## src/rtl/int_controller_pkg.sv

```systemverilog
// Shared constants and types for the programmable interrupt controller:
// register offsets, interrupt vector width, and the CLAIM word layout.
package int_controller_pkg;

    // Register window word offsets (byte address [4:2])
    localparam logic [2:0] INTC_PEND  = 3'd0;
    localparam logic [2:0] INTC_MASK  = 3'd1;
    localparam logic [2:0] INTC_MODE  = 3'd2;
    localparam logic [2:0] INTC_FORCE = 3'd3;
    localparam logic [2:0] INTC_CLAIM = 3'd4;

    // Width of the hardware interrupt vector shared with CP0 HWINT[7:2]
    localparam int TYPE_INT = 6;

    // Id reported by CLAIM when nothing is pending and enabled
    localparam logic [2:0] CLAIM_NONE = 3'b111;

    typedef struct packed {
        logic       valid;
        logic [2:0] id;
    } claim_t;

    // Pack a claim result into the 32-bit CLAIM register layout
    function automatic logic [31:0] claim_word(input claim_t c);
        return {c.valid, 28'h0, c.id};
    endfunction

endpackage

```

## src/rtl/int_controller_prio_enc.sv

```systemverilog
// Lowest-index-first priority encoder over the enabled pending vector.
// Produces {valid, id}; id is CLAIM_NONE when no request is set.
module int_prio_enc
    import int_controller_pkg::*;
(
    input  logic [TYPE_INT-1:0] req,
    output logic                valid,
    output logic [2:0]          id
);

    // Pick the lowest set request bit
    always_comb begin
        valid = 1'b1;
        id    = CLAIM_NONE;
        casez (req)
            6'b?????1: id = 3'd0;
            6'b????10: id = 3'd1;
            6'b???100: id = 3'd2;
            6'b??1000: id = 3'd3;
            6'b?10000: id = 3'd4;
            6'b100000: id = 3'd5;
            default: begin
                valid = 1'b0;
                id    = CLAIM_NONE;
            end
        endcase
    end

endmodule

```

## src/rtl/int_controller.sv

```systemverilog
// Programmable interrupt controller feeding CP0 HWINT[7:2].
// Latches edge- or level-mode requests into pending bits, applies a
// software mask, and exposes a bridge register window for setup,
// write-1-to-clear acknowledge, software force and claim.
module int_controller
    import int_controller_pkg::*;
#(
    parameter int          NUM_SRC      = 6,
    parameter logic [5:0]  DEFAULT_MASK = 6'h3F,
    parameter logic [5:0]  DEFAULT_MODE = 6'h00
) (
    input  logic        clk,
    input  logic        reset,
    input  logic [5:0]  irq_in,
    input  logic        re,
    input  logic        we,
    input  logic [2:0]  addr,
    input  logic [31:0] wdata,
    output logic [31:0] rdata,
    output logic [5:0]  hwint
);

    // Bits at or above NUM_SRC are tied off everywhere
    localparam logic [5:0] SRC_MASK = 6'((7'd1 << NUM_SRC) - 7'd1);

    logic [5:0] pend_q, pend_d;
    logic [5:0] mask_q, mask_d;
    logic [5:0] mode_q, mode_d;
    logic [5:0] irq_prev_q, irq_prev_d;

    logic [5:0] rise_s;
    logic [5:0] w1c_s;
    logic [5:0] force_s;
    logic [5:0] claim_clr_s;
    logic [5:0] set_s;
    logic [5:0] clr_s;
    logic [5:0] enabled_s;
    logic       prio_valid_s;
    logic [2:0] prio_id_s;
    logic       claim_take_s;
    claim_t     claim_s;
    logic [31:0] rdata_s;

    // Upper write data bits carry no register state
    logic [25:0] unused_wdata_s;
    assign unused_wdata_s = wdata[31:6];

    assign enabled_s = pend_q & mask_q;

    int_prio_enc u_prio (
        .req   (enabled_s),
        .valid (prio_valid_s),
        .id    (prio_id_s)
    );

    // Decode bridge accesses into per-bit set and clear requests
    always_comb begin
        rise_s       = irq_in & ~irq_prev_q & SRC_MASK;
        w1c_s        = 6'h00;
        force_s      = 6'h00;
        claim_clr_s  = 6'h00;
        claim_take_s = re && (addr == INTC_CLAIM) && prio_valid_s;
        if (we && (addr == INTC_PEND)) begin
            w1c_s = wdata[5:0] & SRC_MASK;
        end else begin
            w1c_s = 6'h00;
        end
        if (we && (addr == INTC_FORCE)) begin
            force_s = wdata[5:0] & SRC_MASK;
        end else begin
            force_s = 6'h00;
        end
        for (int k = 0; k < 6; k++) begin
            if (claim_take_s && (prio_id_s == 3'(k))) begin
                claim_clr_s[k] = 1'b1;
            end else begin
                claim_clr_s[k] = 1'b0;
            end
        end
        set_s = rise_s | force_s;
        clr_s = w1c_s | claim_clr_s;
    end

    // Next pending state: edge bits latch with set-over-clear, level bits track the line
    always_comb begin
        pend_d = pend_q;
        for (int k = 0; k < 6; k++) begin
            if (mode_q[k]) begin
                pend_d[k] = set_s[k] | (pend_q[k] & ~clr_s[k]);
            end else begin
                pend_d[k] = (irq_in[k] & SRC_MASK[k]) | force_s[k];
            end
        end
        pend_d     = pend_d & SRC_MASK;
        irq_prev_d = irq_in & SRC_MASK;
    end

    // Next MASK and MODE from bridge writes
    always_comb begin
        mask_d = mask_q;
        mode_d = mode_q;
        if (we && (addr == INTC_MASK)) begin
            mask_d = wdata[5:0] & SRC_MASK;
        end else begin
            mask_d = mask_q;
        end
        if (we && (addr == INTC_MODE)) begin
            mode_d = wdata[5:0] & SRC_MASK;
        end else begin
            mode_d = mode_q;
        end
    end

    // State registers, cleared immediately on reset
    always_ff @(posedge clk or posedge reset) begin
        if (reset) begin
            pend_q     <= 6'h00;
            irq_prev_q <= 6'h00;
            mask_q     <= DEFAULT_MASK & SRC_MASK;
            mode_q     <= DEFAULT_MODE & SRC_MASK;
        end else begin
            pend_q     <= pend_d;
            irq_prev_q <= irq_prev_d;
            mask_q     <= mask_d;
            mode_q     <= mode_d;
        end
    end

    // Read mux; always returns pre-write values and is silent during reset
    always_comb begin
        rdata_s       = 32'h0;
        claim_s.valid = prio_valid_s;
        claim_s.id    = prio_id_s;
        if (re && !reset) begin
            case (addr)
                INTC_PEND:  rdata_s = {26'h0, pend_q};
                INTC_MASK:  rdata_s = {26'h0, mask_q};
                INTC_MODE:  rdata_s = {26'h0, mode_q};
                INTC_CLAIM: rdata_s = claim_word(claim_s);
                default:    rdata_s = 32'h0;
            endcase
        end else begin
            rdata_s = 32'h0;
        end
    end

    assign rdata = rdata_s;
    assign hwint = reset ? 6'h00 : enabled_s;

endmodule
```

## config.mk

```make
export PLATFORM = sky130hd
export DESIGN_NAME = int_controller
export DESIGN_NICKNAME = d
export VERILOG_FILES = /design/src/rtl/int_controller_pkg.sv /design/src/rtl/int_controller_prio_enc.sv /design/src/rtl/int_controller.sv
export SDC_FILE = /design/constraint.sdc
export NUM_CORES = 1
export LEC_CHECK = 0
export CAP_MARGIN = 20
export CORE_MARGIN = 2
export CORE_UTILIZATION = 30
export DETAILED_ROUTE_END_ITERATION = 8
export PLACE_DENSITY = 0.63
export SLEW_MARGIN = 20
export SYNTH_ARGS = -nofsm -noshare
export SYNTH_HDL_FRONTEND = slang
export SYNTH_SLANG_ARGS = --single-unit
```

## constraint.sdc

```tcl
create_clock -name clk -period 1.55 [get_ports clk]
set_clock_uncertainty 0.15 [all_clocks]
set_input_delay 0.155 -clock clk [delete_from_list [all_inputs] [get_ports clk]]
set_output_delay 0.155 -clock clk [all_outputs]
set_load 0.02 [all_outputs]
```

==> summary.md <==
| Metric | Value |
|---|---|
| Vias in the first global route | `1350` |
| Final setup margin | `-384 ps` |
| Total die area | `5740 sq um` |
| CP max stage delay | `540 ps` |
| Finished Layout Cells | `303` |
| Initial antenna violation count | `0` |
| Drc violations | `0` |
| R2r setup slk | `-40 ps` |
| Fin. Hold Viols | `0` |
| Critical path startpoint | `mask_q[3]` |
| Power, Total | `2270 uW` |
| CTS Hold Bufs | `0` |
| Max capacitance violation total | `0` |
| DP HPWL | `3.01 mm` |
| GRT Resource Usage Total | `14.8%` |
| Worst r2r src | `mask_q[0]` |
| R2R cell count | `6` |
| Nets | `279` |
| Worst-path fanout max | `2` |
| LEAKAGE | `0.00109 uW` |
| RR Endpoint | `pend_q[3]` |
| Starting Density | `30.7%` |
| GRT overflow | `0` |
| Max H-tree Level | `1` |
| Worst setup EP type | `output pin` |
| Synth Register Bits | `24` |
| Clock root buffer | `clkbuf_8` |
| Pin count of the biggest net entering global routing | `14` |
| Count of cell types in the netlist | `35` |
| Asr flop ratio synth | `100%` |
| Num Clock Sinks | `24` |
| End point of the critical path | `rdata[0]` |
| Antenna Cells | `0` |
| Maximum vdd drop | `0.000520 V` |
| Area Overhead vs Synth | `53.0%` |
| Num CTS Buffers | `3` |
| DR pass1 iterations | `4` |
| Final Critical Period | `1930 ps` |
| Setup Crit Path Kind | `reg2out` |
| Yosys warns | `0` |
| Most common cell after layout, fill and taps aside | `buf_4` |
| Register area share after synthesis | `39.3%` |
| Syn_area_per_cell | `9.91 sq um` |
| Final Setup Violations | `13` |
| CP max-delay cell | `dfstp_2` |
| Slew Limit Fails | `0` |
| Proportion of layout cells with a drive suffix above 1 | `50.2%` |
| First-pass GRT wire length | `6.33 mm` |
| Avg WL per Cell | `13.6 um` |
| RSZ-0062 raised after global routing | `true` |
| Startpoint type of the worst setup path | `flip-flop` |
| EDFF count, synth | `0` |
| Status | `finished, violations left` |
| CTS tree | `yes` |
| Mapped cell area | `1550 sq um` |
| Setup TNS | `-1770 ps` |
| Top FF cell, synth | `dfrtp_1` |
| Final instance area | `2370 sq um` |
| Period utilisation layout | `125%` |
| Core ar. | `5040 sq um` |
| Clk buf depth | `2` |
| Std-Cell Rows | `26` |
| Peak Freq | `517 MHz` |
| Detail Route Antenna Nets | `0` |
| Most frequent cells in the layout | `39 x buf_4, 25 x conb_1, 22 x buf_6` |
| Placer Congestion | `0.908` |
| Critical path's top delay family | `compound AO/OA/AOI/OAI gates` |
| Mapped Cells | `156` |
| Hold WC Path Type | `in2async` |
| Routed vias | `1381` |
| Cells after DPL | `292` |
| Min Hold Slack | `135 ps` |
| PortBufs | `31` |
| CP arrival | `1630 ps` |
| Sum of buffers and inverters on the critical path | `1` |
| Critical Path RT | `1240 ps` |
| Skew-Pair Late Insertion Delay | `260 ps` |
| DR iter-0 viols | `34` |
| Failing checks | `negative setup slack` |
| Critical Path Stages | `5` |
| Drt via density | `4.56` |
| CTS clk-pin slew, worst paths | `80 ps` |
| Placed Area | `2120 sq um` |
| IO Count | `83` |
| Die span in y | `75.8 um` |
| PwrDens | `958 nW/um^2` |
| Final WL | `4.11 mm` |
| Crit path cell chain | `nand2_2, a32o_2, a221oi_2, o21a_2, buf_6` |
| Die W | `75.8 um` |
cells by family (layout without fill, tap and decap cells):
group | count (synthesis) | after routing | synth area share (%)
muxes | 18 | 18 | 12.6
AOI/OAI and AO/OA | 28 | 28 | 13.8
adders and majority gates | 1 | 1 | 0.647
buffers and inverters | 31 | 84 | 15.3
DFF | 24 | 24 | 39.3
other | 1 | 25 | 0.242
and+or+nand+nor | 53 | 53 | 18.0
worst min path at each step:
stage             startpoint       endpoint  slack (ps)  cells after the start
6_report               reset  irq_prev_q[4]         140                      5
5_1_grt                reset  irq_prev_q[4]         150                      5
4_1_cts                reset  irq_prev_q[4]         130                      5
3_5_place_dp   irq_prev_q[1]      pend_q[1]         390                      3
3_3_place_gp   irq_prev_q[1]      pend_q[1]         380                      3
2_1_floorplan          reset  irq_prev_q[0]          40                      1
per-layer routing:
metal / vias to the layer above / wire (um) / global-route usage [%]
met2: 44 / 2060 / 25.7
li1: 662 / - / -
met3: 8 / 148 / 1.72
met1: 667 / 1840 / 18.4
met4: 0 / 65 / 6.63
met5: - / 0 / 0
Yosys cell counts, drive strengths merged (2+ instances only):
| library cell | instances | share of area, % |
|---|---|---|
| dfstp | 6 | 10 |
| a221o | 3 | 1.9 |
| nor2b | 3 | 1.4 |
| dfrtp | 18 | 29 |
| a221oi | 4 | 2.3 |
| mux2i | 6 | 3.9 |
| buf | 29 | 15 |
| a21oi | 6 | 1.9 |
| nand2 | 21 | 5.1 |
| nand3 | 2 | 0.65 |
| mux2 | 12 | 8.7 |
| o21a | 2 | 0.97 |
| and3 | 4 | 1.6 |
| nor2 | 12 | 2.9 |
| and2 | 3 | 1.2 |
| nand4 | 3 | 1.2 |
| a22oi | 5 | 2.4 |
| a2bb2oi | 2 | 1.1 |
worst reg2reg max path, cell delays in order (launching register included):
cell and delay [ps]:
dfstp_2 380, buf_6 110, a22oi_2 220, buf_4 150, and2_4 150, a221oi_2 60
a221o_1 270
metrics by stage:
stage	utilization, %	setup slack [ps]
after floorplan	-	-33.0
after CTS	45.5	-399
after global routing	46.9	-432
final	46.9	-384
after detailed placement	42.0	-900
after global placement	42.0	-909
where the power goes:
part	switching (uW)	internal (uW)	leakage, uW	total, uW
Sequential	101	761	0.000273	862
Combinational	434	543	0.000786	977
Clock	200	227	0.0000288	427
registers in the layout, summed over array words and instances, names as in the netlist:
signal / flops
mode_q: 6
mask_q: 6
irq_prev_q: 6
pend_q: 6
cell type report:
type / instances / area [sq um]
fill: 496 / 2680
tap: 70 / 87.6
multi-input combinational: 125 / 903
sequential: 24 / 608
inverter: 1 / 7.51
timing repair buffer: 79 / 704
clock buffer: 4 / 55.1
what timing repair did:
| item | 4_1_cts | 5_1_grt |
|---|---|---|
| gates resized for setup | 110 | 21 |
| endpoints found under the hold margin | 0 | 0 |
| setup buffers | 8 | 5 |
| cloned | 0 | 0 |
| setup endpoints to repair | 31 | 18 |
| pin swaps | 12 | 9 |
Note: power is estimated with default switching activity, not from simulation.
